`src/rtl/data_mem_arbiter_pkg.sv`:
```
// Shared types and constants for the data-memory arbiter.
//   state_e : arbiter FSM state, named after who was granted last cycle
//   owner_e : which requester port was granted most recently
//   BURST_MAX_DEF : default cap on consecutive locked debug grants
package data_mem_arbiter_pkg;

    typedef enum logic [1:0] {
        IDLE = 2'd0,
        CORE = 2'd1,
        DBG  = 2'd2
    } state_e;

    typedef enum logic {
        OWN_CORE = 1'b0,
        OWN_DBG  = 1'b1
    } owner_e;

    localparam int BURST_MAX_DEF = 4;

endpackage

```
`src/rtl/data_mem_arbiter_arb_fsm.sv`:
```
// Round-robin / debug-burst grant FSM.
// Ports:
//   clk, reset           : clock, synchronous active-high reset
//   core_req, dbg_req    : requests from the two ports
//   dbg_lock             : debug asks to keep ownership for a burst
//   core_gnt, dbg_gnt    : one-hot-or-zero grants, combinational this cycle
module arb_fsm
    import data_mem_arbiter_pkg::*;
#(
    parameter int BURST_MAX = BURST_MAX_DEF
) (
    input  logic clk,
    input  logic reset,
    input  logic core_req,
    input  logic dbg_req,
    input  logic dbg_lock,
    output logic core_gnt,
    output logic dbg_gnt
);

    localparam int CNT_W = $clog2(BURST_MAX + 1);
    localparam logic [CNT_W-1:0] BURST_LIM = CNT_W'(BURST_MAX);

    state_e           state_q, state_d;
    owner_e           last_owner_q, last_owner_d;
    logic [CNT_W-1:0] burst_cnt_q, burst_cnt_d;
    logic             lock_win;

    always_comb begin
        core_gnt = 1'b0;
        dbg_gnt  = 1'b0;
        // Debug keeps the port only while it was the owner last cycle and
        // has not yet used up its burst allowance.
        lock_win = (state_q == DBG) && dbg_lock && (burst_cnt_q < BURST_LIM);
        if (!reset) begin
            if (core_req && dbg_req) begin
                if (lock_win || last_owner_q == OWN_CORE) dbg_gnt  = 1'b1;
                else                                      core_gnt = 1'b1;
            end else begin
                core_gnt = core_req;
                dbg_gnt  = dbg_req;
            end
        end

        state_d      = core_gnt ? CORE : (dbg_gnt ? DBG : IDLE);
        last_owner_d = core_gnt ? OWN_CORE : (dbg_gnt ? OWN_DBG : last_owner_q);

        // Burst count only tracks debug grants that actually starve the core;
        // a debug grant with the core idle leaves it unchanged.
        burst_cnt_d = '0;
        if (dbg_gnt) begin
            if (!core_req)                   burst_cnt_d = burst_cnt_q;
            else if (burst_cnt_q == BURST_LIM) burst_cnt_d = burst_cnt_q;
            else                             burst_cnt_d = burst_cnt_q + 1'b1;
        end
    end

    always_ff @(posedge clk) begin
        if (reset) begin
            state_q      <= IDLE;
            last_owner_q <= OWN_DBG;  // core wins the first tie
            burst_cnt_q  <= '0;
        end else begin
            state_q      <= state_d;
            last_owner_q <= last_owner_d;
            burst_cnt_q  <= burst_cnt_d;
        end
    end

endmodule

```
`src/rtl/data_mem_arbiter.sv`:
```
// Two-port (core + debug/loader) arbiter in front of a single data memory.
// Ports:
//   clk, reset                         : clock, synchronous active-high reset
//   core_req/we/addr/wdata             : core load/store request
//   core_gnt/rvalid/rdata, core_stall  : core grant, load return, PC freeze
//   dbg_req/we/lock/addr/wdata         : debug request and burst lock
//   dbg_gnt/rvalid/rdata               : debug grant and load return
//   mem_read/write/addr/wdata          : memory strobes and address/data
//   mem_rdata                          : memory read data (combinational)
module data_mem_arbiter
    import data_mem_arbiter_pkg::*;
#(
    parameter int ADDR_W    = 64,
    parameter int DATA_W    = 64,
    parameter int BURST_MAX = BURST_MAX_DEF
) (
    input  logic              clk,
    input  logic              reset,
    input  logic              core_req,
    input  logic              core_we,
    input  logic [ADDR_W-1:0] core_addr,
    input  logic [DATA_W-1:0] core_wdata,
    output logic              core_gnt,
    output logic              core_rvalid,
    output logic [DATA_W-1:0] core_rdata,
    output logic              core_stall,
    input  logic              dbg_req,
    input  logic              dbg_we,
    input  logic              dbg_lock,
    input  logic [ADDR_W-1:0] dbg_addr,
    input  logic [DATA_W-1:0] dbg_wdata,
    output logic              dbg_gnt,
    output logic              dbg_rvalid,
    output logic [DATA_W-1:0] dbg_rdata,
    output logic              mem_read,
    output logic              mem_write,
    output logic [ADDR_W-1:0] mem_addr,
    output logic [DATA_W-1:0] mem_wdata,
    input  logic [DATA_W-1:0] mem_rdata
);

    logic              core_rvalid_q, core_rvalid_d;
    logic              dbg_rvalid_q, dbg_rvalid_d;
    logic [DATA_W-1:0] core_rdata_q, core_rdata_d;
    logic [DATA_W-1:0] dbg_rdata_q, dbg_rdata_d;

    arb_fsm #(.BURST_MAX(BURST_MAX)) u_arb_fsm (
        .clk      (clk),
        .reset    (reset),
        .core_req (core_req),
        .dbg_req  (dbg_req),
        .dbg_lock (dbg_lock),
        .core_gnt (core_gnt),
        .dbg_gnt  (dbg_gnt)
    );

    always_comb begin
        // Core drives the memory bus by default, including when idle.
        mem_addr  = dbg_gnt ? dbg_addr  : core_addr;
        mem_wdata = dbg_gnt ? dbg_wdata : core_wdata;
        mem_read  = (core_gnt && !core_we) || (dbg_gnt && !dbg_we);
        mem_write = (core_gnt &&  core_we) || (dbg_gnt &&  dbg_we);

        core_rvalid_d = core_gnt && !core_we;
        dbg_rvalid_d  = dbg_gnt  && !dbg_we;
        core_rdata_d  = core_rvalid_d ? mem_rdata : core_rdata_q;
        dbg_rdata_d   = dbg_rvalid_d  ? mem_rdata : dbg_rdata_q;
    end

    always_ff @(posedge clk) begin
        if (reset) begin
            core_rvalid_q <= 1'b0;
            dbg_rvalid_q  <= 1'b0;
            core_rdata_q  <= '0;
            dbg_rdata_q   <= '0;
        end else begin
            core_rvalid_q <= core_rvalid_d;
            dbg_rvalid_q  <= dbg_rvalid_d;
            core_rdata_q  <= core_rdata_d;
            dbg_rdata_q   <= dbg_rdata_d;
        end
    end

    // Masking with reset kills a return that was launched the edge before
    // reset rose, so nothing leaks out during the reset cycle itself.
    assign core_rvalid = core_rvalid_q && !reset;
    assign dbg_rvalid  = dbg_rvalid_q  && !reset;
    assign core_rdata  = reset ? '0 : core_rdata_q;
    assign dbg_rdata   = reset ? '0 : dbg_rdata_q;
    assign core_stall  = core_req && !core_gnt;

endmodule

```
`config.mk`:
```
export PLATFORM = sky130hd
export DESIGN_NAME = data_mem_arbiter
export DESIGN_NICKNAME = d
export VERILOG_FILES = /design/src/rtl/data_mem_arbiter_pkg.sv /design/src/rtl/data_mem_arbiter_arb_fsm.sv /design/src/rtl/data_mem_arbiter.sv
export SDC_FILE = /design/constraint.sdc
export NUM_CORES = 1
export LEC_CHECK = 0
export ABC_AREA = 1
export CELL_PAD_IN_SITES_DETAIL_PLACEMENT = 0
export CELL_PAD_IN_SITES_GLOBAL_PLACEMENT = 2
export CORE_ASPECT_RATIO = 1.25
export CORE_MARGIN = 2
export CORE_UTILIZATION = 16
export CTS_CLUSTER_SIZE = 16
export DETAILED_ROUTE_END_ITERATION = 8
export PLACE_DENSITY = 0.93
export RECOVER_POWER = 100
export SLEW_MARGIN = 15
export SYNTH_ARGS = -nofsm -noshare
export SYNTH_HDL_FRONTEND = slang
export SYNTH_SLANG_ARGS = --single-unit
```
`constraint.sdc`:
```
create_clock -name clk -period 1.9 [get_ports clk]
set_input_delay 0.38 -clock clk [delete_from_list [all_inputs] [get_ports clk]]
set_output_delay 0.38 -clock clk [all_outputs]
set_load 0.02 [all_outputs]
```
==> impl_metrics.tcl, run 1 <==
set metrics [dict create \
    drc 0 \
    rows 93 \
    final_cell_mix "nand2_1 (409), clkdlybuf4s50_1 (322), inv_1 (259), nor2_1 (194), nand2_2 (151)" \
    drive_gt1_frac 0.301 \
    cp_common_cell "nand2_2" \
    layout.cells.non_filler 2866 \
    placedCellCount 2762 \
    drt_iter0_markers 644 \
    grt_usage 0.213 \
    violations "negative setup slack" \
    ys_seq_area_frac 0.325 \
    critPathArrivalTime_ns 1.98 \
    fin_worst_skew_ns 0.00522 \
    worstSetupPathType "register to primary output" \
    r2r_slack_ns -0.09 \
    cp-end-kind "primary output" \
    min_from "core_req" \
    antenna_found_initial 21 \
    path_delay_family "buffers and inverters" \
    worst_pin_slew_ns 0.511 \
    cts.clk_slew.worst_paths_ns 0.06 \
    crit_path_start "u_arb_fsm.state_q[1]" \
    grt_first_pass_wirelength_mm 82.1 \
    cts_tree "yes" \
    final_core_util 0.367 \
    start_util 0.162 \
    routedWlPerCell_um 21.5 \
    required_ns 1.52 \
    post-route-min-period_ns 2.36 \
    ctsRootBufferMaster "clkbuf_16" \
    hp-class "input port to register" \
    pre_cts_ws_ns -1.05 \
    syn_area_mm2 0.00837 \
    clkSinkCount 136 \
    peakVddDrop_mv 0.460 \
    syn_nets 1838 \
    coreArea_mm2 0.0517 \
    setup_viol 228 \
    drt_pass1_iterations 5 \
    r2r_start "u_arb_fsm.state_q[1]" \
    clockBufferDepth 2 \
    start_kind "register" \
    dieHeight_um 260 \
    ys_seq_elements 136 \
    power_per_cell_area_mw_per_mm2 585 \
    fin_nets 2513 \
    gp_routability_congestion 0.889 \
    cts_max_level 4 \
    dr_total_vias 11900 \
    syn_area_per_cell_um2 5.55 \
    slew_violations 0 \
    worstSkewPairLatency_ns 0.44 \
    io_pins 590 \
    cp_num_buf_inv 6 \
    synth.distinct_cells 18 \
    crit_path_max_incr_delay_ns 0.32 \
    fin_crit_sh 1.24 \
    ant_nets 0 \
    crit_path_top_delay_cell "dfxtp_2" \
    grt_pass1_vias 11600 \
    port_buffers 589 \
    grt_max_degree 70 \
    yosys_warnings 0 \
    final_common_cell "nand2_1" \
    finalHoldViolCount 0 \
    grt.overflow.total 0 \
    rsz0062_at_grt "yes" \
    regArea_mm2 0.00272 \
    total_leakage_power_nw 9.53 \
    dp_hpwl_mm 45.6 \
    syn-instance-count 1509 \
    fin_ws_ns -0.461 \
    fillers 5487 \
    areaGrowthSynthToFinish_pct 127 \
    max_freq_ghz 0.424 \
    drt_wl_total_mm 61.6 \
    vias_per_cell 4.14 \
    cp_max_fo 5 \
    die-area_mm2 0.0542 \
    status "complete, but fails checks" \
    die_width_um 209 \
    relSlewSlack 0.659 \
    crit_chain "nand2_2 -> inv_2 -> nand2_2 -> nand2_4 -> nand2_8 -> buf_12 -> buf_16 -> buf_12 -> buf_8 -> nand2_2 -> nand2_2 -> buf_6" \
    multi_input_area_mm2 0.00526 \
    drv_cap 0 \
    cts-buffers-inserted 17 \
]
[power by group]
| group | total [mW] | internal [mW] | switching, mW |
|---|---|---|---|
| logic | 4.27 | 2.09 | 2.19 |
| registers | 3.05 | 3.01 | 0.0392 |
| clock network | 3.77 | 2.39 | 1.38 |
| total | 11.1 | 7.49 | 3.60 |
[layer usage]
metal	GRT usage	share of wire	up-vias
met5	0	0.0028	-
met4	0.0996	0.044	26
met3	0.106	0.12	99
met2	0.365	0.49	545
met1	0.218	0.35	5372
li1	-	-	5823
[registers in the layout (all words and copies together) (netlist names)]
register                cells
dbg_rvalid_q                1
u_arb_fsm.last_owner_q      1
u_arb_fsm.state_q           2
dbg_rdata_q                64
core_rvalid_q               1
core_rdata_q               64
u_arb_fsm.burst_cnt_q       3
[tightest hold or removal path, cell delays in order]
cell and delay (ns):
dlymetal6s2s_1 0.10, buf_4 0.13, a21oi_1 0.05, nor2_1 0.10
[synth_stat cells]
cell type / number / share of area
nand2_1: 652 / 0.29
inv_1: 272 / 0.12
nor2_1: 198 / 0.089
dfxtp_1: 136 / 0.33
nand4_1: 128 / 0.096
buf_2: 68 / 0.041
clkbuf_1: 26 / 0.012
buf_4: 5 / 0.0045
a21oi_1: 4 / 0.0024
buf_6: 4 / 0.0054
buf_1: 3 / 0.0013
nand2_2: 3 / 0.0022
ha_1: 2 / 0.0030
inv_2: 2 / 0.00090
nand3_1: 2 / 0.0012
o21ai_0: 2 / 0.0012
nand3_2: 1 / 0.0012
nor2_2: 1 / 0.00075
[final cells by class]
type	instances	area share
Multi-Input combinational cell	993	0.277
Timing Repair Buffer	762	0.445
Clock buffer	19	0.0239
Antenna cell	5	0.000660
Sequential cell	136	0.144
Clock inverter	12	0.0104
Tap cell	665	0.0439
Inverter	274	0.0553
[final timing paths]
check	end	cells after the start
max	mem_wdata[16]	12
min	u_arb_fsm.burst_cnt_q[2]	4
max reg2reg	core_rdata_q[45]	16
min reg2reg	u_arb_fsm.burst_cnt_q[0]	2
[per-stage QoR]
stage | hold slack (ns) | cell area [um^2] | TNS, ns | power, mW
after floorplan | 0.456 | 8370 | 0 | 4.46
after global placement | 0.465 | 15900 | -243.20 | 6.65
after detailed placement | 0.483 | 15900 | -241.56 | 6.66
after CTS | 0.398 | 17700 | -56.68 | 10.9
after global routing | 0.381 | 19000 | -75.88 | 11.6
final | 0.369 | 19000 | -51.47 | 11.1
[cell families (layout without fill, tap and decap cells)]
| group | count (synthesis) | after routing | share of synthesized area |
|---|---|---|---|
| buf+inv | 380 | 1067 | 0.186 |
| other cells | 0 | 5 | 0 |
| flops | 136 | 136 | 0.325 |
| compound gates | 6 | 6 | 0.00359 |
| simple gates | 985 | 985 | 0.482 |
| fa+ha+maj | 2 | 2 | 0.00299 |
[repair_timing]
item / in CTS / in global routing
hold buffers: 0 / 0
pin swaps: 30 / 32
gates cloned: 13 / 18
buffers inserted: 30 / 10
endpoints found under the setup margin: 376 / 278
resized for setup: 810 / 336
(Power assumes the default switching activity.)
==> run 2: changes to the inputs <==
--- a/config.mk
+++ b/config.mk
@@ -11,6 +11,7 @@
 export CORE_ASPECT_RATIO = 1.25
 export CORE_MARGIN = 2
 export CORE_UTILIZATION = 16
+export CTS_BUF_LIST = sky130_fd_sc_hd__clkbuf_2
 export CTS_CLUSTER_SIZE = 16
 export DETAILED_ROUTE_END_ITERATION = 8
 export PLACE_DENSITY = 0.93
==> run 2 against run 1 <==
Net effect: the flow still finishes with violations (negative setup slack); highest routed layer unchanged; hold slack got worse by 0.24 ns; clock-buffer cell count shrank 2; maximum frequency shrank 13%; register-to-register slack worse by 0.62 ns; power decreased by 11%; combinational power grew 7.3%; cell count grew 1.8%.
==> impl_metrics.tcl, run 2 (synthesis gave the netlist of run 1 again) <==
set metrics [dict create \
    start_kind "register" \
    cts-buffers-inserted 17 \
    hp-class "input port to register" \
    worstSkewPairLatency_ns 0.83 \
    grt_pass1_vias 11700 \
    grt_max_degree 70 \
    finalHoldViolCount 0 \
    cp-end-kind "primary output" \
    slew_violations 0 \
    path_delay_family "buffers and inverters" \
    clockBufferDepth 2 \
    start_util 0.162 \
    fin_worst_skew_ns 0.0217 \
    max_freq_ghz 0.370 \
    fin_nets 2568 \
    crit_path_top_delay_cell "dfxtp_2" \
    worstSetupPathType "register to primary output" \
    total_leakage_power_nw 9.71 \
    cp_max_fo 9 \
    rows 93 \
    ctsRootBufferMaster "clkbuf_2" \
    rsz0062_at_grt "yes" \
    dieHeight_um 260 \
    dp_hpwl_mm 45.6 \
    design_area_mm2 0.0202 \
    cp_num_buf_inv 5 \
    peakVddDrop_mv 0.310 \
    ant_nets 0 \
    drv_cap 0 \
    areaGrowthSynthToFinish_pct 141 \
    fin_setup_tns_ns -137.25 \
    status "complete, but fails checks" \
    clkSinkCount 136 \
    gp_routability_congestion 0.889 \
    post-route-min-period_ns 2.70 \
    top_regs "core_rdata_q x64, dbg_rdata_q x64, u_arb_fsm.burst_cnt_q x3" \
    final_core_util 0.391 \
    dr_total_vias 12000 \
    worst_pin_slew_ns 0.835 \
    hold_ws_ns 0.126 \
    relSlewSlack 0.443 \
    drt_iter0_markers 509 \
    die_width_um 209 \
    grt_usage 0.212 \
    antenna_found_initial 17 \
    port_buffers 589 \
    cts.clk_slew.worst_paths_ns 0.21 \
    required_ns 1.52 \
    fin_ws_ns -0.802 \
    drt_pass1_iterations 5 \
    vias_per_cell 4.13 \
    violations "negative setup slack" \
    fin_crit_sh 1.42 \
    critPathArrivalTime_ns 2.32 \
    io_pins 590 \
    crit_path_max_incr_delay_ns 0.37 \
    drt_wl_total_mm 61.2 \
    coreArea_mm2 0.0517 \
    cts_max_level 4 \
    cts_tree "yes" \
    final_cell_mix "nand2_1 (395), clkdlybuf4s50_1 (325), buf_6 (244), nand2_2 (176), inv_1 (175)" \
    routedWlPerCell_um 21.0 \
    die-area_mm2 0.0542 \
    power_per_cell_area_mw_per_mm2 489 \
    placed_area_mm2 0.0159 \
    drc 0 \
    drive_gt1_frac 0.490 \
    final_common_cell "nand2_1" \
    grt_first_pass_wirelength_mm 82.1 \
    setup_viol 202 \
    grt.overflow.total 0 \
    crit_chain "nand2_2 -> inv_2 -> nand2_2 -> nand2_4 -> nand2_8 -> buf_16 -> buf_12 -> buf_12 -> nand2_4 -> nand2_4 -> buf_12" \
]
==> run 2: cell types whose count changed in the layout (fill, tap and decap cells not counted), moves of 29 or more <==
| cell | previous run | this run |
|---|---|---|
| buf_4 | 116 | 145 |
| inv_1 | 259 | 175 |
| dlygate4sd2_1 | 67 | 0 |
| buf_6 | 99 | 244 |
| dfxtp_1 | 135 | 34 |
| nor2_1 | 194 | 80 |
| dfxtp_2 | 1 | 102 |
| inv_2 | 12 | 96 |
| nor2_4 | 1 | 87 |
==> run 2: power by group <==
part | switching, mW | internal (mW) | total, mW
Clock | 1.23 | 0.980 | 2.21
Sequential | 0.0577 | 3.04 | 3.10
Combinational | 2.31 | 2.26 | 4.58
==> run 2: worst paths after layout <==
| check | startpoint | to | slack, ns | cells after the start |
|---|---|---|---|---|
| setup / recovery | u_arb_fsm.state_q[1] | mem_wdata[26] | -0.80 | 11 |
| hold / removal | mem_rdata[60] | core_rdata_q[60] | 0.13 | 3 |
| setup reg to reg | u_arb_fsm.state_q[1] | core_rdata_q[36] | -0.71 | 22 |
| hold reg to reg | u_arb_fsm.burst_cnt_q[0] | u_arb_fsm.burst_cnt_q[0] | 0.51 | 2 |
==> run 2: area by class of cell <==
| type | count | area (um^2) |
|---|---|---|
| Antenna cell | 2 | 5.00 |
| Fill cell | 5400 | 31500 |
| Clock buffer | 17 | 85.1 |
| Timing Repair Buffer | 817 | 9210 |
| Clock inverter | 14 | 205 |
| Sequential cell | 136 | 2850 |
| Inverter | 274 | 1050 |
| Tap cell | 665 | 832 |
| Multi-Input combinational cell | 993 | 5940 |
==> run 2: tightest hold or removal path, cell delays in order <==
cell and delay [ns]:
clkdlybuf4s50_1 0.42, nand4_1 0.09, nand2_1 0.05
==> run 2: timing repair <==
| action | in CTS | in global routing |
|---|---|---|
| hold endpoints to repair | 1 | 0 |
| setup endpoints to repair | 394 | 359 |
| hold buffers | 1 | 0 |
| buffers inserted | 55 | 49 |
| cloned | 12 | 9 |
| pin swaps | 57 | 130 |
| resized for setup | 1573 | 480 |
==> run 2: layer usage <==
layer,track usage,part of all wire
met5,0,0.0019
met4,0.0629,0.026
met3,0.0766,0.087
met2,0.381,0.51
met1,0.234,0.38
==> run 2: through the flow <==
stage	instances	power [mW]	setup slack (ns)
floorplan	1509	4.46	0.133
global placement	2762	6.65	-1.08
detailed placement	2762	6.66	-1.05
CTS	2861	9.59	-1.01
global route	2917	10.4	-0.987
finish	2918	9.88	-0.802
==> run 3: changes to the inputs <==
--- a/config.mk
+++ b/config.mk
@@ -6,6 +6,7 @@
 export NUM_CORES = 1
 export LEC_CHECK = 0
 export ABC_AREA = 1
+export CAP_MARGIN = 10
 export CELL_PAD_IN_SITES_DETAIL_PLACEMENT = 0
 export CELL_PAD_IN_SITES_GLOBAL_PLACEMENT = 2
 export CORE_ASPECT_RATIO = 1.25
@@ -20,3 +21,4 @@
 export SYNTH_ARGS = -nofsm -noshare
 export SYNTH_HDL_FRONTEND = slang
 export SYNTH_SLANG_ARGS = --single-unit
+export TNS_END_PERCENT = 20
==> run 3 against run 2 <==
Net effect: the run still ends with negative setup slack left; via count is 3.1% lower; clock power hardly changed; critical path depth grew 1; power fell by 4.3%; global-route usage down 0.38 points; critical endpoint is now mem_wdata[31].
==> impl_metrics.tcl, run 3 (synthesis gave the netlist of run 1 again) <==
set metrics [dict create \
    status "complete, but fails checks" \
    violations "negative setup slack" \
    top_regs "core_rdata_q x64, dbg_rdata_q x64, u_arb_fsm.burst_cnt_q x3" \
    drc 0 \
    fin_worst_skew_ns 0.0195 \
    dieHeight_um 260 \
    gp_routability_congestion 0.889 \
    grt_pass1_vias 11400 \
    drt_wl_total_mm 59.2 \
    grt.busiest_layer "met2" \
    cts.clk_slew.worst_paths_ns 0.21 \
    fin_ws_ns -0.791 \
    dr_total_vias 11700 \
    grt_max_degree 70 \
    clockBufferDepth 2 \
    io_pins 590 \
    ctsRootBufferMaster "clkbuf_2" \
    power_per_cell_area_mw_per_mm2 513 \
    grt_first_pass_wirelength_mm 80.5 \
    hp-class "input port to register" \
    ant_nets 0 \
    drive_gt1_frac 0.331 \
    placedCellCount 2762 \
    routedWlPerCell_um 20.7 \
    cp-end-kind "primary output" \
    grtUsageMet3 0.0819 \
    start_kind "register" \
    rsz0062_at_grt "yes" \
    drt_iter0_markers 543 \
    worst_pin_slew_ns 0.850 \
    met1_usage 0.228 \
    fin_nets 2503 \
    critPathArrivalTime_ns 2.31 \
    cp_max_fo 7 \
    worstSkewPairLatency_ns 0.79 \
    cts-buffers-inserted 17 \
    peakVddDrop_mv 0.308 \
    grt_usage 0.208 \
    port_buffers 589 \
    post-route-min-period_ns 2.69 \
    grt.overflow.total 0 \
    pre_cts_ws_ns -1.05 \
    final_common_cell "nand2_1" \
    dp_hpwl_mm 45.6 \
    vias_per_cell 4.09 \
    clkSinkCount 136 \
    die_width_um 209 \
    final_cell_mix "nand2_1 (441), clkdlybuf4s50_1 (367), inv_1 (267), buf_6 (155), nor2_1 (146)" \
    total_leakage_power_nw 9.01 \
    slew_violations 0 \
    die-area_mm2 0.0542 \
    cts_tree "yes" \
    drv_cap 0 \
    cts_max_level 4 \
    layout.cells.non_filler 2853 \
    met2_usage 0.372 \
    coreArea_mm2 0.0517 \
    drt_pass1_iterations 5 \
    max_freq_ghz 0.372 \
    areaGrowthSynthToFinish_pct 120 \
    antenna_found_initial 18 \
    setup_viol 191 \
    final_core_util 0.356 \
    finalHoldViolCount 0 \
    required_ns 1.52 \
    relSlewSlack 0.433 \
    worstSetupPathType "register to primary output" \
    rows 93 \
    start_util 0.162 \
    fin_crit_sh 1.42 \
]
-- run 3: changes by cell type in the layout (fill, tap and decap cells not counted), sizes merged --
cell | previous run | this run
clkbuf | 26 | 36
bufbuf | 1 | 2
buf | 481 | 363
clkdlybuf4s50 | 325 | 367
-- run 3: final timing paths --
check | cells after the start | slack (ns) | from | end
setup / recovery | 12 | -0.79 | u_arb_fsm.state_q[1] | mem_wdata[31]
hold / removal | 3 | 0.14 | mem_rdata[60] | core_rdata_q[60]
setup reg to reg | 11 | 0.02 | u_arb_fsm.state_q[1] | core_rdata_q[48]
hold reg to reg | 2 | 0.51 | u_arb_fsm.burst_cnt_q[0] | u_arb_fsm.burst_cnt_q[0]
-- run 3: cell type report --
type	instances	area, um^2
inverter	274	1050
clock inverter	14	205
timing repair buffer	752	8250
clock buffer	17	85.1
multi-input combinational	993	5220
fill	5541	33300
tap	665	832
antenna	2	5.00
sequential	136	2760
-- run 3: where the power goes --
part | internal, mW | switching, mW | leakage, nW
Combinational | 2.05 | 2.14 | 7.72
Clock | 0.979 | 1.21 | 0.165
Sequential | 3.02 | 0.0391 | 1.13
-- run 3: metal layers --
| metal | vias up | routed length (um) |
|---|---|---|
| met4 | 22 | 1450 |
| met5 | - | 140 |
| met2 | 471 | 29400 |
| li1 | 5797 | - |
| met1 | 5303 | 22700 |
| met3 | 78 | 5510 |
-- run 3: what timing repair did --
item	in CTS	in global routing
setup endpoints to repair	394	370
hold buffers	1	0
endpoints found under the hold margin	1	0
pin swaps	18	57
cloned	11	5
buffers inserted	29	13
resized for setup	603	654
-- run 3: critical path: stages, from the launching register on --
cell and delay (ns):
dfxtp_2 0.37, nand2_2 0.05, inv_2 0.06, nand2_2 0.06, nand2_4 0.09, nand2_8 0.12, inv_16 0.12, buf_12 0.13
buf_16 0.12, buf_8 0.11, nand2_4 0.05, nand2_4 0.08, buf_12 0.13
-- run 3: per-stage QoR --
| stage | setup TNS (ns) | power [mW] | instance area (um^2) | hold WS, ns |
|---|---|---|---|---|
| 2_1_floorplan | 0 | 4.46 | 8370 | 0.456 |
| 3_3_place_gp | -243.20 | 6.65 | 15900 | 0.465 |
| 3_5_place_dp | -241.56 | 6.66 | 15900 | 0.483 |
| 4_1_cts | -191.48 | 9.28 | 17200 | 0.0000769 |
| 5_1_grt | -157.92 | 9.95 | 18400 | 0.0703 |
| 6_report | -110.43 | 9.45 | 18400 | 0.145 |
